===== config.mk =====
export PLATFORM = sky130hd
export DESIGN_NAME = zapper_sense_flat
export DESIGN_NICKNAME = d
export VERILOG_FILES = /design/src/rtl/zapper_sense_if.sv /design/src/rtl/zapper_sense.sv /design/src/flat_wrapper.sv
export SDC_FILE = /design/constraint.sdc
export NUM_CORES = 1
export LEC_CHECK = 0
export CORE_MARGIN = 8
export CORE_UTILIZATION = 30
export DETAILED_ROUTE_END_ITERATION = 10
export PLACE_DENSITY = 0.55
export SLEW_MARGIN = 5
export SYNTH_ARGS = -nofsm -noshare
export SYNTH_HDL_FRONTEND = slang
export SYNTH_SLANG_ARGS = --single-unit

===== constraint.sdc =====
create_clock -name clk -period 2.8 [get_ports clk]
set_input_delay 0.28 -clock clk [delete_from_list [all_inputs] [get_ports clk]]
set_output_delay 0.28 -clock clk [all_outputs]
set_load 0.01 [all_outputs]

===== src/rtl/zapper_sense_if.sv =====
// Video-side bundle feeding the Zapper photodiode model: beam position, pixel colour,
// aim point and trigger in; light/trigger status and hold counter out.
interface zapper_sense_if;
  logic       ce_pix;
  logic [8:0] count_h;
  logic [8:0] count_v;
  logic [7:0] r;
  logic [7:0] g;
  logic [7:0] b;
  logic [8:0] aim_x;
  logic [8:0] aim_y;
  logic       trigger_in;
  logic       light;
  logic       trigger_out;
  logic [4:0] hold_cnt;

  modport master (
    output ce_pix, count_h, count_v, r, g, b, aim_x, aim_y, trigger_in,
    input  light, trigger_out, hold_cnt
  );

  modport slave (
    input  ce_pix, count_h, count_v, r, g, b, aim_x, aim_y, trigger_in,
    output light, trigger_out, hold_cnt
  );
endinterface


===== src/rtl/zapper_sense.sv =====
// Zapper light-gun model: senses a bright pixel inside a square aperture around the aim
// point, holds the light flag for a number of scanlines, and frame-stretches trigger presses.
module zapper_sense #(
  parameter int RADIUS      = 2,
  parameter int THRESHOLD   = 160,
  parameter int HOLD_LINES  = 20,
  parameter int TRIG_FRAMES = 4
) (
  input  logic           clk,
  input  logic           reset_n,
  zapper_sense_if.slave  bus
);

  localparam logic signed [9:0] RAD_POS = 10'(RADIUS);
  localparam logic signed [9:0] RAD_NEG = -10'(RADIUS);
  localparam logic [9:0]        LUMA_MIN_SUM = 10'(THRESHOLD * 4);
  localparam logic [4:0]        HOLD_LOAD = 5'(HOLD_LINES);
  localparam logic [3:0]        TRIG_LOAD = 4'(TRIG_FRAMES);

  typedef enum logic {IDLE, HOLD} state_t;

  // Pixel qualification (purely combinational, no pipeline stage)
  logic [9:0]        luma_sum;
  logic signed [9:0] dx, dy;
  logic              bright, in_aperture, visible, hit, line_start, frame_start;

  assign luma_sum = {2'b00, bus.r} + {1'b0, bus.g, 1'b0} + {2'b00, bus.b};
  // floor(sum/4) >= THRESHOLD is exactly sum >= 4*THRESHOLD, so the shift is never needed
  assign bright   = (luma_sum >= LUMA_MIN_SUM);

  assign dx = $signed({1'b0, bus.count_h}) - $signed({1'b0, bus.aim_x});
  assign dy = $signed({1'b0, bus.count_v}) - $signed({1'b0, bus.aim_y});
  assign in_aperture = (dx >= RAD_NEG) && (dx <= RAD_POS) &&
                       (dy >= RAD_NEG) && (dy <= RAD_POS);

  // An off-screen aim point must never hit, even when edge pixels fall inside its window
  assign visible = (bus.count_h < 9'd256) && (bus.count_v < 9'd240) &&
                   (bus.aim_x   < 9'd256) && (bus.aim_y   < 9'd240);

  assign hit         = bus.ce_pix && in_aperture && visible && bright;
  assign line_start  = bus.ce_pix && (bus.count_h == 9'd0);
  assign frame_start = line_start && (bus.count_v == 9'd0);

  // Light hold FSM
  state_t     state_q, state_d;
  logic [4:0] hold_q, hold_d;

  // NOTE: sequential state uses non-blocking assignments so every flop samples pre-edge values.
  always_ff @(posedge clk or negedge reset_n) begin
    if (!reset_n) begin
      state_q <= IDLE;
      hold_q  <= '0;
    end else begin
      state_q <= state_d;
      hold_q  <= hold_d;
    end
  end

  // NOTE: every output of this block gets a default first so no latch is inferred.
  always_comb begin
    state_d = state_q;
    hold_d  = hold_q;
    unique case (state_q)
      IDLE: begin
        if (hit) begin
          state_d = HOLD;
          hold_d  = HOLD_LOAD;
        end
      end
      HOLD: begin
        if (hit) begin
          hold_d = HOLD_LOAD;
        end else if (line_start) begin
          hold_d = hold_q - 5'd1;
          if (hold_q == 5'd1) state_d = IDLE;
        end
      end
      default: begin
        state_d = IDLE;
        hold_d  = '0;
      end
    endcase
  end

  assign bus.light    = (state_q == HOLD);
  assign bus.hold_cnt = hold_q;

  // Trigger: the synchroniser runs every clock; edge history and frame stretch follow ce_pix,
  // so a press seen while ce_pix is low is still caught on the next pixel strobe.
  logic [1:0] trig_sync_q;
  logic       trig_prev_q;
  logic [3:0] trig_frames_q;
  logic       trig_edge;

  assign trig_edge = trig_sync_q[1] && !trig_prev_q;

  always_ff @(posedge clk or negedge reset_n) begin
    if (!reset_n) begin
      trig_sync_q   <= '0;
      trig_prev_q   <= 1'b0;
      trig_frames_q <= '0;
    end else begin
      trig_sync_q <= {trig_sync_q[0], bus.trigger_in};
      if (bus.ce_pix) begin
        trig_prev_q <= trig_sync_q[1];
        if (trig_frames_q == '0) begin
          if (trig_edge) trig_frames_q <= TRIG_LOAD;
        end else if (frame_start) begin
          trig_frames_q <= trig_frames_q - 4'd1;
        end
      end
    end
  end

  assign bus.trigger_out = (trig_frames_q != '0);

endmodule


===== src/flat_wrapper.sv =====
// flat-port wrapper written by rule: the top's interface ports become plain ports
module zapper_sense_flat 
#(
  parameter int RADIUS      = 2,
  parameter int THRESHOLD   = 160,
  parameter int HOLD_LINES  = 20,
  parameter int TRIG_FRAMES = 4
)
  (clk, reset_n, bus_ce_pix, bus_count_h, bus_count_v, bus_r, bus_g, bus_b, bus_aim_x, bus_aim_y, bus_trigger_in, bus_light, bus_trigger_out, bus_hold_cnt);
  zapper_sense_if bus_i ();
  input  logic clk;
  input  logic reset_n;
  input wire logic [$bits(bus_i.ce_pix)-1:0] bus_ce_pix;
  input wire logic [$bits(bus_i.count_h)-1:0] bus_count_h;
  input wire logic [$bits(bus_i.count_v)-1:0] bus_count_v;
  input wire logic [$bits(bus_i.r)-1:0] bus_r;
  input wire logic [$bits(bus_i.g)-1:0] bus_g;
  input wire logic [$bits(bus_i.b)-1:0] bus_b;
  input wire logic [$bits(bus_i.aim_x)-1:0] bus_aim_x;
  input wire logic [$bits(bus_i.aim_y)-1:0] bus_aim_y;
  input wire logic [$bits(bus_i.trigger_in)-1:0] bus_trigger_in;
  output wire logic [$bits(bus_i.light)-1:0] bus_light;
  output wire logic [$bits(bus_i.trigger_out)-1:0] bus_trigger_out;
  output wire logic [$bits(bus_i.hold_cnt)-1:0] bus_hold_cnt;
  assign bus_i.ce_pix = bus_ce_pix;
  assign bus_i.count_h = bus_count_h;
  assign bus_i.count_v = bus_count_v;
  assign bus_i.r = bus_r;
  assign bus_i.g = bus_g;
  assign bus_i.b = bus_b;
  assign bus_i.aim_x = bus_aim_x;
  assign bus_i.aim_y = bus_aim_y;
  assign bus_i.trigger_in = bus_trigger_in;
  assign bus_light = bus_i.light;
  assign bus_trigger_out = bus_i.trigger_out;
  assign bus_hold_cnt = bus_i.hold_cnt;
  zapper_sense #(.RADIUS(RADIUS), .THRESHOLD(THRESHOLD), .HOLD_LINES(HOLD_LINES), .TRIG_FRAMES(TRIG_FRAMES)) u_core (.clk(clk), .reset_n(reset_n), .bus(bus_i));
endmodule

==> metrics.txt, run 1 <==
RePlAce Congestion=0.758; final wirelength=5950 um; CTS buffer count=3; cell family with most CP delay=compound AO/OA/AOI/OAI gates; Final nets=459; H-Tree Depth=1; Clock Latency Late Sink=0.24 ns; FF-to-FF End=u_core.trig_frames_q[1]; via count=2212; Vias/cell=5.09; CP max stage cell=clkdlybuf4s50_1; ANT cells=0; Buf/Inv on CP=1; final number of setup-violating endpoints=0; total power=1.03 mW; Sink Count=13; number of synthesized register bits=13; type of origin of the critical path=primary input; top cells by area, synth=ha_1, dfrtp_1, fa_1; placed insts=429; worst min-delay path class=flop to flop; CP Cell Sequence=clkdlybuf4s50_1 > fa_1 > ha_1 > nor2b_4 > o31a_1 > o22a_1 > xnor2_1 > a22oi_2 > o211ai_4 > o22ai_2; Antenna Violating Nets Remaining=0; DP Area=3090 um^2; largest net degree at the start of global routing=14; CTS Hold Bufs=0; Final Cell Area=3320 um^2; hold depth=0; pins over their slew limit=0; Synth top area share=17.6%; r2r worst-path depth=7; clk_skew=0.00274 ns; Reg2Reg Setup Slack=0.93 ns; CTS tree=done; synthesized area=2070 um^2; Max Clk Rate=368 MHz; clk buf depth=2; slew of the pin with the lowest slew margin=0.564 ns; kind of critical path=primary input to flop; area grow syn2layout=60.6%; Layout Utilization=49.4%; wire per inst=13.7 um; max-cap violations=0; P_leak=1.50 nW; # DRC=0; final std cells w/o fill=435; Post-synth EDFFs=0; crit path max fanout=3; Hold Path End=u_core.trig_sync_q[1]; post-layout minimum cycle time=2.72 ns; Seq/Total Area, Yosys=15.7%; VDD IR max=0.000351 V; row count=30; pwr/cell area=312 nW/um^2; fillers=682; clock root cell=clkbuf_8; Final HPWL DP=5090 um; footprint of the multi-input gates=1770 um^2; Clock transition at path regs=0.05 ns; Syn Nets=352; Largest stage delay, worst path=0.47 ns; Initial Utilization=30.8%; first-pass iteration count of the detailed router=4; number of I/O port buffers=70; # IOs=71; Worst R2R Start=u_core.trig_frames_q[1]; number of global-route vias before repair=2361; crit path DAT=2.88 ns; global route overflow=0; worst path required time=2.96 ns; crit share post-route=97.0%; Yosys Warn Count=0; initial antenna violation count=0; Core Box Area=6720 um^2; synthesized instance count=249; share of layout cells above drive strength 1=20.3%; Die Wd=99.0 um; Final Hold Viols=0; HP Start=u_core.trig_sync_q[0]; critical path capture point type=flop; DIE AREA=9800 um^2; logic depth of the worst setup path including buffers=10; Slew HR=62.3%; Placement Setup Slack=-0.365 ns; Netlist cell types=55; Post-synth ARST share=100%; top_reg_cell synth=dfrtp_1; drt initial violations=29; leading area contributor after synthesis=ha_1; setup ws final=0.0834 ns; GR Util All Layers=11.9%; FF+latch area=325 um^2; die height=99.0 um; first-pass GRT wire length=9950 um; status=finished, final reports clean; Avg Cell Area, Syn=8.30 um^2
-- registers in the layout, summed over array words and instances (netlist names) --
| signal | cells |
|---|---|
| u_core.trig_prev_q | 1 |
| u_core.bus.hold_cnt | 5 |
| u_core.trig_frames_q | 4 |
| u_core.trig_sync_q | 2 |
| u_core.bus.light | 1 |
-- how the worst max path moves through the flow --
stage / startpoint / to / slack [ns]
after floorplan: bus_b[1] / u_core.bus.hold_cnt[0] / 0.25
after global placement: bus_b[1] / u_core.bus.hold_cnt[3] / -0.34
after detailed placement: bus_b[1] / u_core.bus.hold_cnt[3] / -0.36
after CTS: bus_count_h[0] / u_core.bus.light / -0.0003
after global routing: bus_g[0] / u_core.bus.light / -0.007
final: bus_b[3] / u_core.bus.light / 0.08
-- report_power, final --
part,switching [mW],internal (mW)
Combinational,0.297,0.338
Sequential,0.0238,0.212
Clock,0.0632,0.100
-- what timing repair did --
| action | CTS | global route |
|---|---|---|
| setup endpoints to repair | 6 | 6 |
| resized for setup | 10 | 41 |
| buffers inserted | 0 | 2 |
| pin swaps | 6 | 33 |
-- area by class of cell --
| class | count | share of cell area, % |
|---|---|---|
| Multi-Input combinational cell | 203 | 53.3 |
| Timing Repair Buffer | 103 | 28.9 |
| Sequential cell | 13 | 9.80 |
| Inverter | 32 | 3.62 |
| Tap cell | 80 | 3.02 |
| Clock buffer | 4 | 1.36 |
-- logic make-up after synthesis --
logic type / after synthesis / share of synthesized area, %
AOI/OAI and AO/OA: 67 / 22.6
adders and majority gates: 39 / 27.2
and+or+nand+nor: 80 / 20.8
DFF: 13 / 15.7
muxes: 2 / 1.03
xor gates and xnor gates: 15 / 6.36
buffers and inverters: 33 / 6.17
-- metrics by stage --
step,setup TNS [ns],hold slack (ns)
2_1_floorplan,0,-0.0156
3_3_place_gp,-1.93,0.334
3_5_place_dp,-2.09,0.341
4_1_cts,-0.000315,0.363
5_1_grt,-0.00699,0.375
6_report,0,0.364
-- cell usage after synthesis (8+ instances only) --
| master | count |
|---|---|
| a21oi_1 | 14 |
| fa_1 | 10 |
| ha_1 | 29 |
| inv_1 | 32 |
| xnor2_1 | 10 |
| o21ai_0 | 11 |
| nor4_1 | 10 |
| nand2_1 | 9 |
| nand3_1 | 8 |
| nor2_1 | 17 |
| nor3_1 | 8 |
| dfrtp_1 | 13 |
-- metal layers --
layer | up-vias | share of wire (%) | global-route usage, %
met4 | 0 | 0.24 | 1.89
li1 | 1123 | - | -
met1 | 1033 | 44 | 13.9
met5 | - | 0 | 0
met3 | 2 | 6.6 | 3.10
met2 | 54 | 49 | 21.5
-- cells in the final DEF (no fill, tap or decap), types with 3 or more instances in the layout --
master	count
clkbuf_8	3
nor2b_1	4
o21ai_0	9
dfrtp_1	13
nand2b_1	5
o21a_1	3
clkdlybuf4s50_1	58
ha_1	26
o21bai_1	3
nor3_1	8
dlygate4sd2_1	4
xnor2_1	10
inv_1	28
o31a_1	3
nand4_1	5
o21ai_1	3
nand3_1	7
fa_1	7
nor2_1	17
nand2_1	9
buf_4	33
fa_2	3
nor4_1	9
a21oi_1	12
xor2_1	4
dlymetal6s2s_1	7
ha_2	3
inv_2	4
No activity file was read; power rests on OpenSTA's default activity.
==> inputs of run 2 (changes only) <==
- clock period: 2.8 -> 3.1 ns (I/O delays scaled with it)
==> run 2 against run 1 <==
Against the previous run: worst setup slack better by 0.11 ns; critical path depth rose by 2; combinational power shrank 23%.
==> metrics.txt, run 2 (same netlist as run 1, synthesis figures left out) <==
CTS tree=done; largest net degree at the start of global routing=14; pwr/cell area=285 nW/um^2; CTS buffer count=3; Final Cell Area=2980 um^2; Core Box Area=6720 um^2; Fin Setup TNS=0 ns; clk buf depth=2; met2 Use GR=17.6%; die height=99.0 um; most crowded layer after global routing=met2; row count=30; Worst R2R Start=u_core.trig_frames_q[1]; crit path DAT=3.07 ns; pins over their slew limit=0; area grow syn2layout=44.3%; DIE AREA=9800 um^2; Clock Power Share=17.2%; wire per inst=13.5 um; RePlAce Congestion=0.814; Clock Latency Late Sink=0.24 ns; clock root cell=clkbuf_8; RSZ-0062 raised after global routing=no; Slew HR=62.5%; kind of critical path=primary input to flop; met3 Use GR=2.89%; initial antenna violation count=0; number of I/O port buffers=70; setup ws final=0.191 ns; final wirelength=5530 um; most frequent cells in the layout=clkdlybuf4s50_1, inv_1, ha_1; placed insts=406; number of global-route vias before repair=2136; Psw=0.311 mW; DP Area=2920 um^2; Int Pwr=0.539 mW; Final nets=434; Initial Utilization=30.8%; crit share post-route=93.8%; final hold slack=0.360 ns; Vias/cell=5.11; Placement Setup Slack=-0.0906 ns; VDD IR max=0.000254 V; critical path capture point type=flop; Reg2Reg Setup Slack=1.24 ns; Final Hold Viols=0; Layout Utilization=44.4%; max FFs per register=5; post-layout minimum cycle time=2.91 ns; Reg power frac=25.0%; Sw Share=36.6%; global route overflow=0; HP Start=u_core.trig_sync_q[0]; Die Wd=99.0 um; total power=0.849 mW; Comb power frac=57.9%; slew of the pin with the lowest slew margin=0.561 ns; FF-to-FF End=u_core.trig_frames_q[3]; share of layout cells above drive strength 1=7.27%; drt initial violations=35; final number of setup-violating endpoints=0; Hold Path End=u_core.trig_sync_q[1]; # DRC=0; clk_skew=0.00218 ns; P_leak=1.30 nW; worst min-delay path class=flop to flop; crit path launch=bus_r[1]; type of origin of the critical path=primary input; GR met1 Demand/Resource=14.5%; ANT cells=0; r2r worst-path depth=6; via count=2095; Final HPWL DP=4890 um; # IOs=71; Clock transition at path regs=0.05 ns; GR Util All Layers=11.1%; Max Clk Rate=344 MHz; first-pass GRT wire length=9340 um; max-cap violations=0; H-Tree Depth=1; hold depth=0; Sink Count=13; final std cells w/o fill=410; commonest non-fill, non-tap cell in the layout=clkdlybuf4s50_1; status=finished, final reports clean; crit path max fanout=3; first-pass iteration count of the detailed router=4; worst path required time=3.27 ns; Antenna Violating Nets Remaining=0
==> run 2: changes by cell type in the layout (fill, tap and decap cells not counted), sizes merged <==
| cell | delta |
|---|---|
| buf | -25 |
| clkdlybuf4s50 | +12 |
| dlymetal6s2s | -7 |
| clkdlybuf4s15 | -1 |
| dlygate4sd2 | -4 |
==> run 2: routing by layer <==
layer / routed length, um / part of all wire (%) / vias to the layer above
met1: 2580 / 47 / 949
met5: 0 / 0 / -
met2: 2440 / 44 / 57
met4: 108 / 2.0 / 0
met3: 401 / 7.2 / 9
li1: - / - / 1080
==> run 2: how the worst max path moves through the flow <==
stage | endpoint | slack (ns)
global route | u_core.bus.hold_cnt[3] | 0.02
CTS | u_core.bus.hold_cnt[0] | 0.15
floorplan | u_core.bus.hold_cnt[0] | 0.52
detailed placement | u_core.bus.hold_cnt[0] | -0.09
global placement | u_core.bus.hold_cnt[3] | -0.07
finish | u_core.bus.hold_cnt[1] | 0.19
==> run 2: worst max-delay path, stage by stage <==
cell             delay, ns
clkdlybuf4s50_1       0.43
fa_1                  0.56
ha_2                  0.18
inv_1                 0.05
fa_1                  0.37
nor2b_2               0.13
o21ai_0               0.07
or4_1                 0.52
o21ai_2               0.08
a22oi_2               0.08
o211a_1               0.18
a21oi_1               0.13
==> run 2: area by class of cell <==
class	count	area, um^2
clock buffer	4	45.0
inverter	32	120
sequential	13	325
timing repair buffer	78	761
fill	666	3740
multi-input combinational	203	1630
tap	80	100
==> run 2: power groups by stage <==
stage	clock, mW	sequential (mW)	combinational (mW)
after floorplan	0	0.211	0.301
after global placement	0	0.215	0.481
after detailed placement	0	0.214	0.485
after CTS	0.151	0.212	0.487
after global routing	0.158	0.215	0.554
final	0.146	0.212	0.491
==> run 2: timing repair <==
action	CTS	global route
hold buffers	0	0
endpoints found under the setup margin	0	6
setup buffers	0	0
resized for setup	0	6
